<file path="src/rtl/sound_request_ctrl.sv">
// sound_request_ctrl
// Turns one-cycle guess-result events into a timed, level-type play request
// plus a win/lose song select for the song player. Each play window is
// followed by a silent gap so the player restarts from its first note. While
// a play or gap is running, one further request can be held as pending; a
// newer request replaces an older one.
//
// Optional build macro: SOUND_REQ_DROP_CNT_EN
//   When defined, adds drop_count[7:0]. This is a saturating count of lost
//   requests: a request is lost if it overwrites a valid pending entry or if
//   it arrives while mute is high.
//
// state | meaning
// ------+-------------------------------------------------------------
// IDLE  | no sound, waiting for a guess result
// PLAY  | play_sound high for PLAY_MS, song_sel held stable
// GAP   | play_sound low for GAP_MS so the player resets its note index
//
// Mute suppresses all sound. If mute is high on the last GAP cycle, a pending
// request is dropped instead of replayed, and the block returns to IDLE.

module sound_request_ctrl #(
    parameter int CLK_FREQ = 100_000_000,
    parameter int PLAY_MS  = 2000,
    parameter int GAP_MS   = 200
) (
    input  logic       clock,
    input  logic       reset,
    input  logic       guess_valid,
    input  logic       guess_correct,
    input  logic       mute,
    output logic       play_sound,
    output logic       song_sel,
    output logic       busy,
`ifdef SOUND_REQ_DROP_CNT_EN
    output logic [7:0] drop_count,
`endif
    output logic       done
);

    localparam int TPM     = CLK_FREQ / 1000;
    localparam int PRESC_W = (TPM > 1) ? $clog2(TPM) : 1;
    localparam int MAX_MS  = (PLAY_MS > GAP_MS) ? PLAY_MS : GAP_MS;
    localparam int MS_W    = (MAX_MS > 1) ? $clog2(MAX_MS) : 1;

    localparam logic [PRESC_W-1:0] PRESC_LAST = PRESC_W'(TPM - 1);
    localparam logic [MS_W-1:0]    PLAY_LAST  = MS_W'(PLAY_MS - 1);
    localparam logic [MS_W-1:0]    GAP_LAST   = MS_W'(GAP_MS - 1);

    typedef enum logic [1:0] {
        ST_IDLE = 2'd0,
        ST_PLAY = 2'd1,
        ST_GAP  = 2'd2
    } state_t;

    state_t             state_q, state_d;
    logic [PRESC_W-1:0] presc_q, presc_d;
    logic [MS_W-1:0]    ms_q, ms_d;
    logic               pend_v_q, pend_v_d;
    logic               pend_s_q, pend_s_d;
    logic               play_sound_q, play_sound_d;
    logic               song_sel_q, song_sel_d;
    logic               busy_q, busy_d;
    logic               done_q, done_d;

    logic               req_ok;
    logic               presc_wrap;
    logic               play_last;
    logic               gap_last;

    // Qualified request and last-cycle detection for the current state.
    always_comb begin
        req_ok     = guess_valid & ~mute;
        presc_wrap = (presc_q == PRESC_LAST);
        play_last  = (state_q == ST_PLAY) && presc_wrap && (ms_q == PLAY_LAST);
        gap_last   = (state_q == ST_GAP) && presc_wrap && (ms_q == GAP_LAST);
    end

    // Next-state, pending-slot and registered-output computation.
    always_comb begin
        state_d    = state_q;
        pend_v_d   = pend_v_q;
        pend_s_d   = pend_s_q;
        song_sel_d = song_sel_q;
        done_d     = 1'b0;

        case (state_q)
            ST_IDLE: begin
                if (req_ok) begin
                    state_d    = ST_PLAY;
                    song_sel_d = guess_correct;
                end
            end

            ST_PLAY: begin
                if (mute) begin
                    // An aborted play never signals done and forgets any queued replay.
                    state_d  = ST_GAP;
                    pend_v_d = 1'b0;
                end else begin
                    if (req_ok) begin
                        pend_v_d = 1'b1;
                        pend_s_d = guess_correct;
                    end
                    if (play_last) begin
                        state_d = ST_GAP;
                        done_d  = 1'b1;
                    end
                end
            end

            ST_GAP: begin
                if (gap_last) begin
                    pend_v_d = 1'b0;
                    if (!mute && (req_ok || pend_v_q)) begin
                        state_d    = ST_PLAY;
                        song_sel_d = req_ok ? guess_correct : pend_s_q;
                    end else begin
                        state_d = ST_IDLE;
                    end
                end else if (req_ok) begin
                    pend_v_d = 1'b1;
                    pend_s_d = guess_correct;
                end
            end

            default: begin
                state_d  = ST_IDLE;
                pend_v_d = 1'b0;
            end
        endcase

        play_sound_d = (state_d == ST_PLAY);
        busy_d       = (state_d != ST_IDLE);
    end

    // Millisecond prescaler and ms counter; both restart on every state entry.
    always_comb begin
        presc_d = presc_q;
        ms_d    = ms_q;
        if ((state_d != state_q) || (state_q == ST_IDLE)) begin
            presc_d = '0;
            ms_d    = '0;
        end else if (presc_wrap) begin
            presc_d = '0;
            ms_d    = ms_q + MS_W'(1);
        end else begin
            presc_d = presc_q + PRESC_W'(1);
        end
    end

    // State, timer and output registers.
    always_ff @(posedge clock or posedge reset) begin
        if (reset) begin
            state_q      <= ST_IDLE;
            presc_q      <= '0;
            ms_q         <= '0;
            pend_v_q     <= 1'b0;
            pend_s_q     <= 1'b0;
            play_sound_q <= 1'b0;
            song_sel_q   <= 1'b0;
            busy_q       <= 1'b0;
            done_q       <= 1'b0;
        end else begin
            state_q      <= state_d;
            presc_q      <= presc_d;
            ms_q         <= ms_d;
            pend_v_q     <= pend_v_d;
            pend_s_q     <= pend_s_d;
            play_sound_q <= play_sound_d;
            song_sel_q   <= song_sel_d;
            busy_q       <= busy_d;
            done_q       <= done_d;
        end
    end

`ifdef SOUND_REQ_DROP_CNT_EN
    logic [7:0] drop_q, drop_d;
    logic       lost;

    // Lost-request detection and saturating count.
    always_comb begin
        lost   = (guess_valid & mute) | (req_ok & pend_v_q & (state_q != ST_IDLE));
        drop_d = drop_q;
        if (lost && (drop_q != 8'hFF)) begin
            drop_d = drop_q + 8'd1;
        end
    end

    // Drop counter register.
    always_ff @(posedge clock or posedge reset) begin
        if (reset) begin
            drop_q <= 8'd0;
        end else begin
            drop_q <= drop_d;
        end
    end

    assign drop_count = drop_q;
`endif

    assign play_sound = play_sound_q;
    assign song_sel   = song_sel_q;
    assign busy       = busy_q;
    assign done       = done_q;

endmodule
</file>
<file path="config.mk">
export PLATFORM = sky130hd
export DESIGN_NAME = sound_request_ctrl
export DESIGN_NICKNAME = d
export VERILOG_FILES = /design/src/rtl/sound_request_ctrl.sv
export SDC_FILE = /design/constraint.sdc
export NUM_CORES = 1
export LEC_CHECK = 0
export CAP_MARGIN = 5
export CORE_ASPECT_RATIO = 0.75
export CORE_MARGIN = 1.5
export CORE_UTILIZATION = 50
export CTS_CLUSTER_SIZE = 20
export DETAILED_ROUTE_END_ITERATION = 10
export PLACE_DENSITY_LB_ADDON = 0.1
export SYNTH_ARGS = -nofsm -noshare
export SYNTH_HDL_FRONTEND = slang
export SYNTH_SLANG_ARGS = --single-unit
</file>
<file path="constraint.sdc">
create_clock -name clock -period 3.7 [get_ports clock]
set_input_delay 0.555 -clock clock [delete_from_list [all_inputs] [get_ports clock]]
set_output_delay 0.555 -clock clock [all_outputs]
set_load 0.03 [all_outputs]
</file>
-- Word-level counts from Yosys, hierarchy flattened
Cells that the tools add are included.
- word-level logic and storage cells: 65
- output and inout port bits: 4
- bits in registers: 36
- equality and inequality tests: 12
- reduce and logical (&&, ||, !) cells: 15
- multiplexer cells: 25
- add/sub/neg operators: 2
- bitwise logic cells: 2
- operator list (cell ; number):
    17-bit 2-to-1 mux ; 2
    11-bit 2-to-1 mux ; 2
    17-bit by 1-bit adder with 17-bit output, second input constant ; 1
    17-bit == test, second input constant ; 1
    1-bit 2-to-1 mux ; 13
    11-bit by 1-bit adder with 11-bit output, second input constant ; 1
    11-bit == test, second input constant ; 1
    11-bit by 8-bit == test with 1-bit output, second input constant ; 1
    2-bit 2-to-1 mux ; 4
    2-bit inequality test, second input constant ; 4
    2-bit nonzero test ; 4
    2-bit case mux with 3 select lines ; 1
    1-bit logical AND ; 5
    2-bit by 1-bit == test with 1-bit output, second input constant ; 2
    1-bit case mux with 2 select lines ; 2
    4-bit AND reduction ; 1
    1-bit case mux with 3 select lines ; 1
    3-bit AND reduction ; 1
    2-bit == test, second input constant ; 1
    2-bit zero test ; 1
    1-bit logical OR ; 2
    2-bit by 1-bit inequality test with 1-bit output, second input constant ; 1
    2-bit inequality test ; 1
    1-bit AND ; 1
    2 further kinds ; 2

-- Depth between registers and ports, before layout
- word-level depth: 10
- gate-level depth with buffers: 9
- depth with buffers taken out: 8

-- Worst setup path after synthesis
OpenSTA, ideal clock, no wires.
- kind: reg2reg
- start: register state_q[0]
- end: register ms_q[6]
- slack: 852 ps
- clock period less this slack: 2848 ps
- stages on the path, launching flop included: 10
- setup time: 136 ps
- data arrival time: 2712 ps
- cell sequence: dfrtp_1 -> inv_1 -> ha_1 -> or4b_1 -> or4_4 -> o21ai_2 -> o21ai_2 -> o31ai_4 -> buf_4 -> nor4_1
- word-level cells in the longest chain between the ends: 9
- elaborated cells between the ends (all ways): 16
- those cells by class: eq/ne (3); mux (6); reduce/logical (7)
- RTL lines (what ; line ; source):
    start, declared ; 56 ; state_t state_q, state_d;
    start signal, assigned ; 165 ; state_q <= state_d;
    2-bit by 1-bit == test with 1-bit output ; 75, 87 ;
    1-bit logical AND (2 in a row) ; 75 ; play_last = (state_q == ST_PLAY) && presc_wrap && (ms_q == PLAY_LAST);
    2-bit 2-to-1 mux ; 105 ; if (play_last) begin
    2-bit 2-to-1 mux ; 96 ; if (mute) begin
    2-bit case mux with 3 select lines ; 87 ; case (state_q)
    2-bit inequality test ; 141 ; if ((state_d != state_q) || (state_q == ST_IDLE)) begin
    1-bit logical OR (*) ; 141 ;
    11-bit 2-to-1 mux or 2-bit nonzero test (tied branches) ; -- ;
    end signal, assigned ; 167 ; ms_q <= ms_d;
    end, declared ; 58 ; logic [MS_W-1:0] ms_q, ms_d;
Mark *: on every way between the ends. The rest lies on a longest branch, timed or not.
A chain may end at the register's enable or synchronous reset.

-- Worst setup path after layout
- start: register state_q[0]
- end: register ms_q[1]
Same word-level chain as after synthesis.

==> metrics <==
area taken by flip-flops and latches roughly 900 um2; Routed WL 4450 um; Worst Skew 9.32 ps; DIE AREA 4530 um2; post-route ant nets 0; R2R cell count 9; share of layout cells above drive strength 1 0.112; Top cell by count, worst path o31ai_4; Post-synth EDFFs 0; vias in the first global route 1,672; Area Overhead vs Synth 12.1%; Worst EP arrival 3260 ps; multi-input logic area 1100 um2; first-pass GRT wire length 7850 um; Num CTS Buffers 5; Synth Register Bits 36; cell family with most CP delay simple AND/OR/NAND/NOR gates; maximum VDD drop 279 uV; clk slew on worst S/H paths 80 ps; MaxCap Viol Count 0; Sw Ratio 0.205; Resize count post-CTS 0; post-place setup slack just under 600 ps; initial core utilization 0.516; Yosys warnings 0; via-per-instance ratio 5.94; combinational power share 0.028; mapped cell area about 2100 um2; Reg power frac 0.523; Worst setup EP type register; outcome finished clean; FF-to-FF End ms_q[1]; crit-path max FO 28; crit path capture ms_q[1]; pwr/cell area around 330 nW/um2; largest net degree at the start of global routing 37; DRT Pass-1 Iters 4; drc violations 0; Worst Max-Slew Pin Slew between 800 and 900 ps; Final Slew Violations 0; gr ovfl total 0; Leakage 0.970 nW; setup violators final 0; Post-CTS Hold Buffers 0; Hold Crit Class reg -> reg; total number of vias ~1.7k; Die W 77.2 um; # H-tree levels 2; I/O pin count 9; Rel. slew slack 0.439; WP data required 3830 ps; net switching power 0.155 mW; number of post-CTS setup repair buffers 0; Die Ht 58.7 um; critical path startpoint category register; Internal 0.602 mW; Placed Area 2200 um2; CP max stage delay 570 ps; initial antenna violation count 0; DRT iter0 DRCs 107; Final Hold Fails 0; nets 233; synthesized area per cell 9.79 um2; Setup Total Neg Slack 0 ps; hold depth 2; crit-path cells inv_1 > ha_1 > or4b_1 > or4_4 > o31ai_4 > nand3_1 > o31ai_4 > buf_4 > a2111oi_0; Post-synth ARST share 1.00; Final period util 0.846; Net Count, Synth 222; Tot Pwr around 0.76 mW; gr usage total 0.226; Clock Latency Late Sink ~290 ps; clock sinks 36; final worst slack 570 ps; Seq/Total Area, Yosys 0.436; RSZ-0062 raised after global routing false; CTS tree yes; Antenna diodes 0; critical path startpoint state_q[0]; Worst Setup Path Type reg -> reg; RD Place Congestion slightly above 0.9; R2R Setup Slk 570 ps; FP Rows 20; Yosys cell types 39; ys flop type dfrtp_1; buffer depth of the longest clock path 2; core box area 4000 um2; detailed-route wire length per cell 16.0 um; Crit-path slowest cell or4_4; final instance area 2310 um2; # port buffers 8; crit path time final 3130 ps; Root Buffer clkbuf_8; max frequency 319 MHz; most frequent cells in the layout 36 x dfrtp_1, 23 x nand2_1, 21 x nor4_1, 14 x xor2_1, 12 x nor2_1; worst path buffer plus inverter count 2; clock share of power 0.450; Stages on worst setup path 9; HPWL Detailed just over 3000 um; leading cell type in the layout, fill and taps excluded dfrtp_1; R2R Path Start state_q[0]; synthesized instance count approximately 210; fillcell total 355
worst reg2reg max path, cell delays in order, from the launching register on:
cell and delay, ps:
dfrtp_1 430, inv_1 200, ha_1 290, or4b_1 450
or4_4 570, o31ai_4 320, nand3_1 180, o31ai_4 80
buf_4 330, a2111oi_0 130
worst min path at each step:
stage | slack (ps) | startpoint | endpoint
finish | 520 | song_sel | song_sel
global route | 570 | pend_s_q | pend_s_q
CTS | 530 | song_sel | song_sel
detailed placement | 510 | pend_s_q | pend_s_q
global placement | 490 | song_sel | song_sel
floorplan | 480 | pend_s_q | pend_s_q
sequential cells by signal (all words and copies together), names as in the netlist:
register / cells
busy: 1
done: 1
ms_q: 11
pend_s_q: 1
pend_v_q: 1
play_sound: 1
presc_q: 17
song_sel: 1
state_q: 2
cell type report:
class / count / share of cell area
inverters: 8 / 0.0130
well taps: 55 / 0.0297
flip-flops and latches: 36 / 0.389
repair buffers: 11 / 0.0443
multi-input cells: 160 / 0.476
clock buffers: 5 / 0.0297
clock inverters: 3 / 0.0184
synthesized netlist by cell type, types with 2 or more instances:
master	instances	area, um2
nor4_1	21	131
and3_1	6	37.5
nand2b_1	2	12.5
nand4_1	9	56.3
dfrtp_1	36	901
xnor2_1	11	96.3
or2_2	2	12.5
o21ai_0	4	20.0
buf_4	2	15.0
o31ai_4	2	42.5
xor2_1	14	123
a21o_1	2	15.0
a21oi_1	3	15.0
ha_1	6	75.1
and4bb_2	2	25.0
nand3_1	9	45.0
inv_1	8	30.0
nand2_1	23	86.3
o21ai_2	3	26.3
clkbuf_1	5	18.8
nor3_1	6	30.0
and2_1	5	31.3
and4_1	3	26.3
nor2_1	12	45.0
logic make-up after synthesis:
logic type,Yosys count,share of synthesized area
AND/OR/NAND/NOR,107,0.300
flip-flops,36,0.436
XOR/XNOR,25,0.106
AO/OA/AOI/OAI,20,0.0806
buffers and inverters,15,0.0309
adder cells (fa/ha/maj),6,0.0363
multiplexers,2,0.0103
power groups by stage:
stage	sequential [mW]	combinational (mW)	clock, mW
2_1_floorplan	0.403	0.0116	0
4_1_cts	0.396	0.0217	0.349
6_report	0.396	0.0210	0.340
5_1_grt	0.396	0.0240	0.372
3_3_place_gp	0.403	0.0205	0
3_5_place_dp	0.403	0.0217	0
metal layers:
layer | part of all wire | vias to the layer above | global-route usage
met5 | 0 | - | 0
met4 | 0.013 | 0 | 0.0857
met3 | 0.044 | 6 | 0.0419
met2 | 0.48 | 45 | 0.387
met1 | 0.46 | 808 | 0.288
li1 | - | 792 | -
metrics by stage:
stage                      util  instances  hold slack (ps)
after floorplan               -        211              480
after global placement    0.550        270              493
after detailed placement  0.550        270              508
after CTS                 0.578        278              528
after global routing      0.578        278              568
final                     0.578        278              521
Power figures use the tool's default switching activity.
